[src/rtl/ring_counter_sequencer.sv]
// One-hot T-state ring for the CPU controller: 6 or 10 T-states per instruction,
// with halt, single-step, restart, one-hot corruption recovery and retirement count.
module ring_counter_sequencer #(
    parameter int unsigned RING_W = 10,
    parameter int unsigned CNT_W  = 16
) (
    input  logic              clk,
    input  logic              rst,
    input  logic              enable_ring_counter,
    input  logic              extended_fetch,
    input  logic              run,
    input  logic              step_req,
    input  logic              restart,
    output logic [RING_W-1:0] ring_counter,
    output logic              halted,
    output logic              instr_done,
    output logic              onehot_err,
    output logic [CNT_W-1:0]  instr_count
);

    localparam logic [RING_W-1:0] T0 = RING_W'(1);

    logic [RING_W-1:0] ring_q, ring_d;
    logic              halted_q, halted_d;
    logic              instr_done_q, instr_done_d;
    logic              onehot_err_q, onehot_err_d;
    logic [CNT_W-1:0]  instr_count_q, instr_count_d;
    logic              step_q, step_d;

    logic ring_bad;
    logic advance_en;
    logic wrap;

    always_comb begin
        ring_bad      = ($countones(ring_q) != 1);
        advance_en    = run | (step_req & ~step_q);
        wrap          = (ring_q[5] & ~extended_fetch) | ring_q[RING_W-1];

        ring_d        = ring_q;
        halted_d      = halted_q;
        instr_done_d  = 1'b0;
        onehot_err_d  = onehot_err_q;
        instr_count_d = instr_count_q;
        step_d        = step_req;

        // Restart owns the ring, but a coincident corruption is still recorded.
        if (restart) begin
            ring_d       = T0;
            halted_d     = 1'b0;
            onehot_err_d = onehot_err_q | ring_bad;
        end else if (ring_bad) begin
            ring_d       = T0;
            onehot_err_d = 1'b1;
        end else if (halted_q || !enable_ring_counter) begin
            halted_d = 1'b1;
        end else if (advance_en) begin
            if (wrap) begin
                ring_d        = T0;
                instr_count_d = instr_count_q + CNT_W'(1);
                instr_done_d  = 1'b1;
            end else begin
                ring_d = ring_q << 1;
            end
        end
    end

    always_ff @(posedge clk or posedge rst) begin
        if (rst) begin
            ring_q        <= T0;
            halted_q      <= 1'b0;
            instr_done_q  <= 1'b0;
            onehot_err_q  <= 1'b0;
            instr_count_q <= '0;
            step_q        <= 1'b0;
        end else begin
            ring_q        <= ring_d;
            halted_q      <= halted_d;
            instr_done_q  <= instr_done_d;
            onehot_err_q  <= onehot_err_d;
            instr_count_q <= instr_count_d;
            step_q        <= step_d;
        end
    end

    assign ring_counter = ring_q;
    assign halted       = halted_q;
    assign instr_done   = instr_done_q;
    assign onehot_err   = onehot_err_q;
    assign instr_count  = instr_count_q;

endmodule
[config.mk]
export PLATFORM = sky130hd
export DESIGN_NAME = ring_counter_sequencer
export DESIGN_NICKNAME = d
export VERILOG_FILES = /design/src/rtl/ring_counter_sequencer.sv
export SDC_FILE = /design/constraint.sdc
export NUM_CORES = 1
export LEC_CHECK = 0
export ABC_AREA = 1
export BUFFER_PORTS_ARGS = -buffer_cell sky130_fd_sc_hd__buf_2
export CAP_MARGIN = 20
export CELL_PAD_IN_SITES_DETAIL_PLACEMENT = 1
export CELL_PAD_IN_SITES_GLOBAL_PLACEMENT = 2
export CORE_AREA = 2 2 79 81
export CTS_BUF_LIST = sky130_fd_sc_hd__clkbuf_4
export DETAILED_ROUTE_END_ITERATION = 10
export DIE_AREA = 0 0 81 83
export PLACE_DENSITY = 0.85
export SYNTH_ARGS = -nofsm -noshare
export SYNTH_HDL_FRONTEND = slang
export SYNTH_SLANG_ARGS = --single-unit
export TNS_END_PERCENT = 5
[constraint.sdc]
create_clock -name clk -period 4.82 [get_ports clk]
set_input_delay 0.723 -clock clk [delete_from_list [all_inputs] [get_ports clk]]
set_output_delay 0.723 -clock clk [all_outputs]
set_load 0.005 [all_outputs]
* Yosys cells after proc, flatten, opt, wreduce, memory -nomap -nowiden
Index checks and enable logic that the tools add are counted.
** Word-level totals
- Flip-flop bits (word level) :: 30
- Memories :: 0
- ROM bits :: 0
- Bits of input ports :: 7
- Bits in latches :: 0
- Logic and storage cells :: 52
- Bits in writable memories :: 0
- Output and inout bits :: 29
** Operators by class
- Div/mod/pow operators :: 0
- Equal/unequal tests :: 3
- Multiply operators :: 0
- Reduce and logical (&&, ||, !) cells :: 8
- Magnitude comparators :: 0
- Add/subtract/negate cells :: 10
- Shifts and indexed selects :: 0
- Muxes and demuxes :: 15
- Bitwise logic cells :: 10
** Operators with widths (number)
- 2-to-1 mux 10 bit :: 5
- adder 16 x 1 -> 16 bit, second input constant :: 1
- adder 1 x 1 -> 2 bit :: 5
- 2-to-1 mux 1 bit :: 10
- adder 2 x 2 -> 3 bit :: 2
- adder 4 x 2 -> 5 bit :: 1
- != test 5 x 1 -> 1 bit, second input constant :: 1
- NOT 1 bit :: 5
- AND reduction 5 bit :: 1
- adder 3 x 3 -> 4 bit :: 1
- AND reduction 2 bit :: 2
- nonzero test 2 bit :: 2
- != test 3 bit, second input constant :: 1
- OR 1 bit :: 3
- nonzero test 3 bit :: 1
- bitwise AND 1 bit :: 2
- != test 2 bit, second input constant :: 1
- logical NOT 1 bit :: 1
- logical OR 1 bit :: 1

* Logic depth before layout (Yosys ltp)
Gate-level depths: netlist (run 1).
- Depth after elaboration :: 8
- Depth in mapped cells :: 17
- Gate-level depth less buffers :: 16

* Worst setup path before layout (run 1)
No wires, ideal clock.
- Path kind :: flip-flop to flip-flop
- Start point :: register ring_q[0], in the netlist ring_counter[0]
- End point :: register instr_count_q[0], in the netlist instr_count[0]
- Cell stages (with the launch flop) :: 17
- Setup time :: 117 ps
- Period minus slack after synthesis :: 3521 ps
- Path slack :: 1299 ps
- Data required time :: 4703 ps
- Path buffers :: 1
- Arrival time :: 3404 ps
- Cells stage by stage :: dfstp_2 -> fa_1 -> fa_1 -> inv_1 -> fa_1 -> inv_1 -> ha_1 -> inv_1 -> fa_1 -> nand2_1 -> nor2_4 -> nand3b_4 -> inv_2 -> nand2_4 -> buf_6 -> nand2_1 -> nand2_1
** Between the ends
- Longest elaborated chain between the ends :: 7
** Ends and longest elaborated chain
- start, declared :: RTL line 23 : logic [RING_W-1:0] ring_q, ring_d;
- start signal, assigned :: RTL line 76 : ring_q <= ring_d;
- adder 1 x 1 -> 2 bit (implied by the code) :: RTL line 35 : ring_bad = ($countones(ring_q) != 1);
- adder 2 x 2 -> 3 bit (implied by the code) :: RTL line 35
- adder 3 x 3 -> 4 bit (implied by the code) :: RTL line 35
- adder 4 x 2 -> 5 bit (implied by the code) :: RTL line 35
- != test 5 x 1 -> 1 bit :: RTL line 35
- NOT 1 bit (no source line)
- AND reduction 5 bit (no source line)
- end signal, assigned :: RTL line 80 : instr_count_q <= instr_count_d;
- end, declared :: RTL line 27 : logic [CNT_W-1:0] instr_count_q, instr_count_d;
No other way between the ends.
A chain may end at the register's enable or synchronous reset.

* Worst setup path after layout (run 1)
- Start point :: register ring_q[5], in the netlist ring_counter[5]
- End point :: register instr_count_q[10], in the netlist instr_count[10]
** Between the ends
- Longest elaborated chain between the ends :: 7
- Elaborated cells between the ends (all ways) :: 9
- Classes of those cells :: 4 x add/sub; 1 x eq/ne; 3 x bitwise; 1 x reduce/logical
** Ends and longest elaborated chain (RTL line)
- adder 1 x 1 -> 2 bit (implied by the code) :: 35
- adder 2 x 2 -> 3 bit (implied by the code) :: 35
- adder 3 x 3 -> 4 bit (implied by the code) :: 35
- adder 4 x 2 -> 5 bit (implied by the code) :: 35
- != test 5 x 1 -> 1 bit :: 35
- NOT 1 bit (no source line)
- AND reduction 5 bit (no source line) *
Mark *: on every way between the ends. The rest lies on a longest branch, timed or not.

==> results of run 1 <==
## synthesized netlist by cell type (all sizes together)
cell type	n
dfstp	1
nand3	7
nand4	5
o22ai	1
o21ai	3
dfrtp	29
xnor2	4
fa	6
xor2	3
inv	27
ha	3
nand2	115
nor2	24
a21oi	1
buf	2
nand3b	2
## cells by family (layout without fill, tap and decap cells)
family          count (synthesis)  count (layout)
compound gates                  5               5
xor+xnor                        7               7
fa+ha+maj                       9               9
buf+inv                        29              71
flops                          30              30
simple gates                  153             153
## how the worst max path moves through the flow
stage	start	to	slack, ns	depth (start not counted)
2_1_floorplan	ring_counter[0]	instr_count[0]	1.30	16
3_3_place_gp	ring_counter[0]	instr_count[15]	1.23	15
3_5_place_dp	ring_counter[5]	instr_count[8]	1.14	15
4_1_cts	ring_counter[5]	instr_count[10]	1.10	15
5_1_grt	ring_counter[5]	instr_count[10]	0.93	15
6_report	ring_counter[5]	instr_count[10]	1.15	15
## sequential cells by signal, summed over array words and instances (netlist names)
register	flops
instr_count	16
ring_counter	10
halted	1
instr_done	1
onehot_err	1
step_q	1
## power by group
part / leakage [nW] / internal (mW) / switching, mW
Combinational: 0.742 / 0.0354 / 0.0644
Sequential: 0.407 / 0.260 / 0.00658
Clock: 0.0286 / 0.0542 / 0.0994
## final cells by class
class	instances	area [µm²]	area share
Inverter	27	101	0.0478
Sequential cell	30	752	0.355
Tap cell	75	93.8	0.0443
Clock buffer	5	37.5	0.0177
Timing Repair Buffer	36	183	0.0862
Clock inverter	3	16.3	0.00768
Multi-Input combinational cell	174	935	0.441
## cells in the final DEF (no fill, tap or decap), drive strengths merged
master      n
clkbuf      5
dfstp       1
xor2        3
nand2     115
a21oi       1
nand3b      2
nor2       24
buf        36
ha          3
xnor2       4
clkinvlp    1
inv        27
dfrtp      29
nand3       7
clkinv      2
o22ai       1
o21ai       3
fa          6
nand4       5
## worst reg2reg max path, delay by kind of cell, from the launching register on
kind          cells  cell delay [ns]
fa+ha+maj         5             2.12
simple gates      6             0.69
flops             1             0.46
buf+inv           4             0.29
## stage by stage
| step | instance area, µm² | util |
|---|---|---|
| floorplan | 1810 | - |
| global placement | 2060 | 0.355 |
| detailed placement | 2060 | 0.355 |
| CTS | 2120 | 0.364 |
| global route | 2120 | 0.364 |
| finish | 2120 | 0.364 |
## routing by layer
metal | wire, µm | part of all wire
met4 | 51 | 0.011
met3 | 169 | 0.037
met2 | 2380 | 0.52
met5 | 0 | 0
met1 | 1980 | 0.43
==> run_results.csv, run 1 <==
group,metric,value,unit
outcome,outcome,"finished clean",
route,drtAntennaViolNets,0,
layout,drive_above_1_share,0.222,
die,initial_utilization,0.312,
sta,fin_crit,3.67,ns
die,io_pins,36,
worst_setup_path,r2r-end,"instr_count[10]",
pwr,p_per_area,245,nW/µm²
route,drtPass1Iterations,4,
global_routing,gr-usage-all-layers,0.151,
synth,synth_top_family_by_area,"simple AND/OR/NAND/NOR gates",
pwr,p_leak,1.18,nW
worst_setup_path,arrival,3.90,ns
route,drtIter0Drc,41,
die,fp.dieH,83,µm
die,die_w,81,µm
worst_setup_path,critPathTopFamily,"adder cells",
sta,max_freq,273,MHz
sta,tns,0,ns
layout,final_cell_count_no_fill,350,
sta,worst_pin_slew,0.570,ns
synth,synthDominantCellAreaShare,0.400,
synth,ys_seq_area_frac,0.414,
synth,synth-compound-area-share,0.0145,
synth,synth_fa_ha_area_frac,0.0869,
cts,clk_latency,0.34,ns
cts,cts_tree,"built",
worst_setup_path,worstPathCellList,"fa_1 -> fa_1 -> inv_1 -> fa_1 -> inv_1 -> ha_1 -> inv_1 -> fa_1 -> nand2_1 -> nor2_4 -> nand3b_4 -> inv_2 -> nand2_4 -> nand2_1 -> nand2_1",
synth,syn_avg_cell_area,7.79,µm²
worst_setup_path,ff2ff_setup_slack,1.15,ns
sta,max_slew_margin,0.620,
global_routing,antenna_found_initial,0,
flow_run,maxCapViolCount,0,
route,drc_errors,0,
cts,clkSlewWorstSetupHoldPaths,0.11,ns
route,wire_per_inst,13.1,µm
global_routing,gr-usage-met2,0.253,
synth,synth_mux_area_frac,0,
cts,numCtsBuffers,5,
sta,layout_setup_ws,1.15,ns
sta,fin_crit_sh,0.761,
placement,place_inst,342,
die,core_area,5820,µm²
layout,antenna_cells,0,
worst_setup_path,timing.rr.start,"ring_counter[5]",
sta,fin_skew,0.0159,ns
cts,cts_root_buf,"clkbuf_4",
route,viasPerCell,4.51,
synth,synth_cell_types,25,
synth,synth_xor_area_frac,0.0338,
layout,nNetsFinal,290,
worst_hold_path,hold_class,"input port to async pin",
sta,finalSetupViolations,0,
pwr,vdd_drop_max,0.102,mV
placement,place_ws,1.14,ns
synth,synth.net_count,249,
cts,cts_setup_buffers,0,
sta,slew_viol_final,0,
worst_setup_path,crit_path_top_delay_cell,"fa_1",
cts,cts_resized,0,
layout,fillers,768,
placement,hpwl,3540,µm
die,dieArea,6720,µm²
route,wirelength,4590,µm
die,row_count,28,
route,dr_total_vias,1580,
global_routing,grt.busiest_layer,"met2",
worst_setup_path,end_kind,"register",
synth,synthSimpleGateAreaFrac,0.380,
layout,area_growth_syn_to_layout,16.8,%
synth,ys_ff_latch,30,
worst_setup_path,crit_path_frequent_cell,"fa_1",
synth,ys_top_cells_by_area,"dfrtp_1 40%, nand2_1 23%, fa_1 6.6%",
worst_setup_path,slowest_delay,0.55,ns
worst_setup_path,crit_required,5.05,ns
worst_setup_path,worstSetupPathType,"register to register",
worst_setup_path,r2r_cells,15,
global_routing,grt_start_max_net_pins,18,
synth,yosys_warnings,0,
global_routing,grtUsageMet1,0.190,
sta,rsz0062_at_grt,"false",
sta,hold-worst-slack,0.409,ns
synth,yosysTopAreaCell,"dfrtp_1",
global_routing,grt_pass1_vias,1587,
cts,cts_hold_buf,0,
sta,finalHoldViolCount,0,
placement,port_buffers,35,
worst_setup_path,setup.worst_path.start_class,"register",
global_routing,grt_first_pass_wirelength,7810,µm
synth,syn_inst,233,
synth,syn_area,1810,µm²
cts,h-tree-depth,2,
pwr,p_total,519,µW
cts,clock_sinks,30,
placement,routabilityCongestion,0.771,
global_routing,met3_usage,0.0391,
cts,cts_buffer_depth,2,
worst_setup_path,path_buf_inv,4,
global_routing,grt.overflow.total,0,
worst_setup_path,cp_max_fo,16,
No activity file was read; power rests on OpenSTA's default activity.
==> run 2: changes to the inputs <==
Settings changed: CORE_AREA 2 2 79 81 to 2 2 83 85, DIE_AREA 0 0 81 83 to 0 0 85 87, PLACE_DENSITY 0.85 to 0.82.
Clock period 4.82 ns to 3.2 ns, I/O delays scaled along.
==> run 2 against run 1 <==
  * The flow now finishes with violations (negative setup slack)
  * First-iteration DRC count down 17%
  * Non-clock buffer count rose by 8
  * Fmax up 1.9%
  * Highest routed layer unchanged
  * Final area grew 5.6%
  * Utilization shrank 2.4 points
  * Flip-flop and latch count stayed put
  * Global-route usage shrank 1.4 points
  * Register-to-register slack worse by 1.6 ns
==> run_results.csv, run 2 (same netlist as run 1, synthesis figures left out) <==
group,metric,value,unit
worst_setup_path,worstSetupPathType,"register to register",
placement,routabilityCongestion,0.772,
route,drtAntennaViolNets,0,
worst_setup_path,setup.worst_path.start_class,"register",
worst_setup_path,timing.rr.start,"ring_counter[0]",
cts,cts_buffer_depth,2,
placement,hpwl,3400,µm
global_routing,gr-usage-all-layers,0.137,
worst_setup_path,worstPathCellList,"fa_1 -> fa_1 -> inv_1 -> fa_1 -> inv_1 -> ha_2 -> inv_2 -> fa_1 -> nand2_2 -> nor2_4 -> nand3b_4 -> inv_4 -> nand2_8 -> nand2_1 -> nand2_1",
outcome,outcome,"complete, but fails checks",
pwr,pwr-share-clk,0.348,
cts,h-tree-depth,2,
pwr,p_leak,1.22,nW
cts,cts_tree,"built",
layout,nNetsFinal,299,
sta,layout_setup_ws,-0.400,ns
route,drtIter0Drc,34,
flow_run,maxCapViolCount,0,
pwr,p_switching,261,µW
layout,fin_util,0.341,
pwr,vdd_drop_max,0.138,mV
die,dieArea,7400,µm²
route,wirelength,4660,µm
sta,fin_crit,3.60,ns
layout,drive_above_1_share,0.257,
die,die_w,85,µm
sta,worst_pin_slew,0.421,ns
cts,clkSlewWorstSetupHoldPaths,0.11,ns
outcome,violations,"negative setup slack",
worst_setup_path,path_buf_inv,4,
worst_setup_path,ff2ff_setup_slack,-0.40,ns
sta,fin_crit_sh,1.13,
pwr,p_per_area,398,nW/µm²
sta,max_slew_margin,0.719,
layout,layout_commonest_cell,"nand2_1",
worst_setup_path,r2r-end,"instr_count[6]",
cts,clk_latency,0.33,ns
worst_setup_path,critPathTopFamily,"adder cells",
worst_setup_path,r2r_cells,15,
layout,largest_reg_flops,16,
sta,rsz0062_at_grt,"true",
route,viasPerCell,4.51,
worst_setup_path,end_kind,"register",
pwr,p_total,890,µW
worst_setup_path,arrival,3.81,ns
die,core_area,6570,µm²
die,fp.dieH,87,µm
worst_setup_path,crit_required,3.41,ns
global_routing,grt_first_pass_wirelength,7990,µm
route,drtPass1Iterations,4,
worst_setup_path,slowest_delay,0.55,ns
cts,numCtsBuffers,5,
layout,antenna_cells,0,
layout,area_growth_syn_to_layout,23.3,%
sta,fin_skew,0.0199,ns
worst_setup_path,crit_path_top_delay_cell,"dfstp_2",
cts,cts_root_buf,"clkbuf_4",
global_routing,grt.overflow.total,0,
die,row_count,30,
die,io_pins,36,
route,drc_errors,0,
pwr,seq_power_share,0.447,
sta,slew_viol_final,0,
global_routing,grt_start_max_net_pins,31,
worst_setup_path,crit_path_frequent_cell,"fa_1",
placement,port_buffers,35,
sta,finalHoldViolCount,0,
sta,max_freq,278,MHz
route,wire_per_inst,12.8,µm
global_routing,antenna_found_initial,0,
sta,finalSetupViolations,28,
global_routing,grt_pass1_vias,1722,
die,initial_utilization,0.276,
cts,clock_sinks,30,
worst_setup_path,cp_max_fo,16,
layout,most-common-layout-cells,"110 x nand2_1, 35 x buf_2, 29 x dfrtp_1",
placement,place_ws,-0.371,ns
route,dr_total_vias,1643,
worst_hold_path,hold_class,"input port to async pin",
pwr,p_comb_frac,0.204,
pwr,intPower,629,µW
pwr,swShare,0.293,
run 2: how the worst max path moves through the flow:
stage / slack [ns] / cells past startpoint / endpoint / from
finish: -0.40 / 15 / instr_count[6] / ring_counter[0]
global route: -0.57 / 14 / instr_count[0] / ring_counter[5]
CTS: -0.40 / 14 / instr_count[11] / ring_counter[0]
detailed placement: -0.37 / 14 / instr_count[5] / ring_counter[0]
global placement: -0.33 / 14 / instr_count[0] / ring_counter[0]
floorplan: -0.27 / 16 / instr_count[0] / ring_counter[0]
run 2: per-layer routing:
metal / routed length (µm) / vias up / GRT usage
met4: 82 / 0 / 0.0462
li1: - / 806 / -
met3: 194 / 9 / 0.0303
met5: 0 / - / 0
met2: 2310 / 33 / 0.238
met1: 2080 / 795 / 0.169
run 2: final cells by class:
cell class              instances  area [µm²]
fillers                       847        4330
multi-input cells             175         960
flip-flops and latches         30         752
repair buffers                 44         243
inverters                      27         104
well taps                      80         100
clock buffers                   6        45.0
clock inverters                 2        33.8
run 2: timing repair:
item	CTS	global route
setup buffers	0	0
setup endpoints to repair	28	28
resized for setup	2	1
pin swaps	12	16
hold buffers	0	0
cloned	0	1
hold endpoints to repair	0	0
run 2: worst reg2reg max path, cell delays in order (launching register included):
cell and delay, ns:
dfstp_2 0.55, fa_1 0.43, fa_1 0.49, inv_1 0.05, fa_1 0.42, inv_1 0.07, ha_2 0.18, inv_2 0.04
fa_1 0.50, nand2_2 0.07, nor2_4 0.11, nand3b_4 0.20, inv_4 0.14, nand2_8 0.10, nand2_1 0.08, nand2_1 0.06
run 2: stage by stage:
| step | std cells | area (µm²) | hold WS (ns) | TNS [ns] |
|---|---|---|---|---|
| 4_1_cts | 363 | 2220 | 0.219 | -9.91 |
| 5_1_grt | 364 | 2240 | 0.232 | -14.86 |
| 2_1_floorplan | 233 | 1820 | 0.463 | -5.14 |
| 3_3_place_gp | 355 | 2140 | 0.487 | -8.11 |
| 6_report | 364 | 2240 | 0.212 | -10.18 |
| 3_5_place_dp | 355 | 2140 | 0.485 | -9.27 |
run 2: power groups by stage:
| stage | Combinational [mW] | Clock, mW | Sequential (mW) |
|---|---|---|---|
| after floorplan | 0.114 | 0 | 0.408 |
| after global placement | 0.170 | 0 | 0.405 |
| after detailed placement | 0.176 | 0 | 0.406 |
| after CTS | 0.180 | 0.324 | 0.399 |
| after global routing | 0.203 | 0.342 | 0.400 |
| final | 0.182 | 0.310 | 0.398 |
==> run 3: changes to the inputs <==
Settings changed: BUFFER_PORTS_ARGS -buffer_cell sky130_fd_sc_hd__buf_2 to not set, CORE_AREA 2 2 83 85 to 2 2 77 79, DIE_AREA 0 0 85 87 to 0 0 79 81, DONT_BUFFER_PORTS set to 1.
==> run 3 against run 2 <==
  * The flow still finishes with violations (negative setup slack)
  * Critical path depth stayed put
  * Final area is 4.6% lower
  * Non-clock buffer count is 32 lower
  * Clock-buffer cell count is 1 lower
  * Clock power hardly changed
  * Global-route usage is 1.7 points higher
  * Final cell count is 9.3% lower
  * Critical path type unchanged
==> run_results.csv, run 3 (same netlist as run 1, synthesis figures left out) <==
group,metric,value,unit
outcome,outcome,"complete, but fails checks",
outcome,violations,"negative setup slack",
sta,finalSetupViolations,28,
worst_hold_path,min_path_cells,0,
die,io_pins,36,
cts,h-tree-depth,2,
worst_setup_path,cp_max_fo,8,
pwr,p_leak,1.08,nW
route,drtAntennaViolNets,0,
cts,cts_hold_buf,0,
layout,final_cell_count_no_fill,330,
die,row_count,28,
flow_run,maxCapViolCount,0,
route,drtPass1Iterations,4,
layout,most-common-layout-cells,"110 x nand2_1, 29 x dfrtp_1, 24 x inv_1",
cts,numCtsBuffers,5,
layout,drive_above_1_share,0.180,
pwr,vdd_drop_max,0.144,mV
pwr,pwr-share-clk,0.333,
sta,finalHoldViolCount,0,
pwr,p_comb_frac,0.239,
route,drtIter0Drc,31,
worst_setup_path,worstSetupPathType,"register to register",
global_routing,grt_first_pass_wirelength,7470,µm
global_routing,grt_start_max_net_pins,23,
global_routing,gr-usage-all-layers,0.154,
placement,routabilityCongestion,0.769,
worst_setup_path,timing.rr.start,"ring_counter[0]",
cts,cts_tree,"built",
layout,nNetsFinal,270,
route,wire_per_inst,14.6,µm
sta,max_freq,278,MHz
worst_setup_path,crit_path_top_delay_cell,"dfstp_2",
cts,cts_buffer_depth,2,
die,dieArea,6400,µm²
worst_setup_path,end_kind,"register",
pwr,p_switching,296,µW
pwr,intPower,638,µW
global_routing,grt.overflow.total,0,
worst_hold_path,hold_class,"input port to register",
worst_hold_path,hold_path_end,"step_q",
route,wirelength,4810,µm
cts,clk_latency,0.34,ns
sta,fin_crit,3.60,ns
cts,cts_root_buf,"clkbuf_4",
placement,port_buffers,0,
sta,layout_setup_ws,-0.396,ns
global_routing,antenna_found_initial,0,
layout,layout_commonest_cell,"nand2_1",
sta,fin_skew,0.0106,ns
worst_setup_path,ff2ff_setup_slack,-0.40,ns
route,drc_errors,0,
worst_setup_path,r2r_cells,15,
worst_setup_path,r2r-end,"instr_count[5]",
placement,hpwl,3330,µm
die,fp.dieH,81,µm
route,viasPerCell,4.69,
layout,largest_reg_flops,16,
worst_hold_path,holdCritStartpoint,"step_req",
cts,clkSlewWorstSetupHoldPaths,0.11,ns
sta,max_slew_margin,0.420,
sta,worst_pin_slew,0.869,ns
placement,placed_area,1960,µm²
worst_setup_path,slowest_delay,0.56,ns
worst_setup_path,arrival,3.88,ns
die,core_area,5680,µm²
layout,antenna_cells,0,
pwr,seq_power_share,0.427,
sta,rsz0062_at_grt,"true",
worst_setup_path,crit_path_frequent_cell,"fa_1",
cts,clock_sinks,30,
pwr,swShare,0.317,
global_routing,grt_pass1_vias,1570,
layout,area_growth_syn_to_layout,17.6,%
route,dr_total_vias,1549,
sta,slew_viol_final,0,
pwr,p_per_area,438,nW/µm²
die,die_w,79,µm
die,initial_utilization,0.320,
worst_setup_path,worstPathCellList,"fa_1 -> fa_1 -> inv_1 -> fa_1 -> inv_1 -> ha_2 -> inv_2 -> fa_1 -> nand2_2 -> nor2_4 -> nand3b_4 -> buf_12 -> nor2_4 -> nand2_1 -> nand2_1",
layout,final_area,2130,µm²
worst_setup_path,crit_required,3.48,ns
sta,fin_crit_sh,1.12,
placement,place_inst,316,
worst_setup_path,setup.worst_path.start_class,"register",
==> run 3: cell type report <==
class	count	area, µm²
fill	713	3540
multi-input combinational	178	998
sequential	30	752
inverter	27	109
timing repair buffer	12	103
tap	75	93.8
clock inverter	3	40.0
clock buffer	5	37.5
==> run 3: through the flow <==
step	util	setup WS [ns]	total power, mW	hold WS [ns]	TNS [ns]
3_5_place_dp	0.346	-0.400	0.568	0.502	-9.93
3_3_place_gp	0.346	-0.318	0.562	0.500	-7.63
2_1_floorplan	-	-0.275	0.522	0.463	-5.14
4_1_cts	0.361	-0.410	0.891	0.143	-10.37
6_report	0.376	-0.396	0.935	0.163	-9.49
5_1_grt	0.376	-0.529	0.989	0.132	-13.20
==> run 3: critical path: cells and delay by family (launching register included) <==
family,cells,cell delay [ns]
adders and majority gates,5,2.01
and+or+nand+nor,6,0.64
DFF,1,0.56
buffers and inverters,4,0.32
==> run 3: power by group through the flow <==
stage	clock network [mW]	logic [mW]	registers [mW]
after floorplan	0	0.114	0.408
after global placement	0	0.156	0.406
after detailed placement	0	0.161	0.407
after CTS	0.325	0.166	0.400
after global routing	0.344	0.244	0.401
final	0.312	0.224	0.399
==> run 3: worst max-delay path by stage <==
stage	startpoint	endpoint	slack, ns	cells past startpoint
2_1_floorplan	ring_counter[0]	instr_count[0]	-0.27	16
3_3_place_gp	ring_counter[0]	instr_count[14]	-0.32	14
3_5_place_dp	ring_counter[5]	instr_count[6]	-0.40	15
4_1_cts	ring_counter[5]	instr_count[6]	-0.41	15
5_1_grt	ring_counter[9]	instr_count[5]	-0.53	15
6_report	ring_counter[0]	instr_count[5]	-0.40	15
==> run 3: metal layers <==
| layer | track usage | routed length (µm) |
|---|---|---|
| met3 | 0.0556 | 245 |
| met2 | 0.280 | 2580 |
| met4 | 0.0569 | 74 |
| met1 | 0.165 | 1910 |
| met5 | 0 | 0 |
==> run 3: timing repair <==
item	in CTS	in global routing
gates resized for setup	2	5
setup endpoints to repair	28	28
buffers inserted	0	2
pin swaps	7	12
cloned	0	4
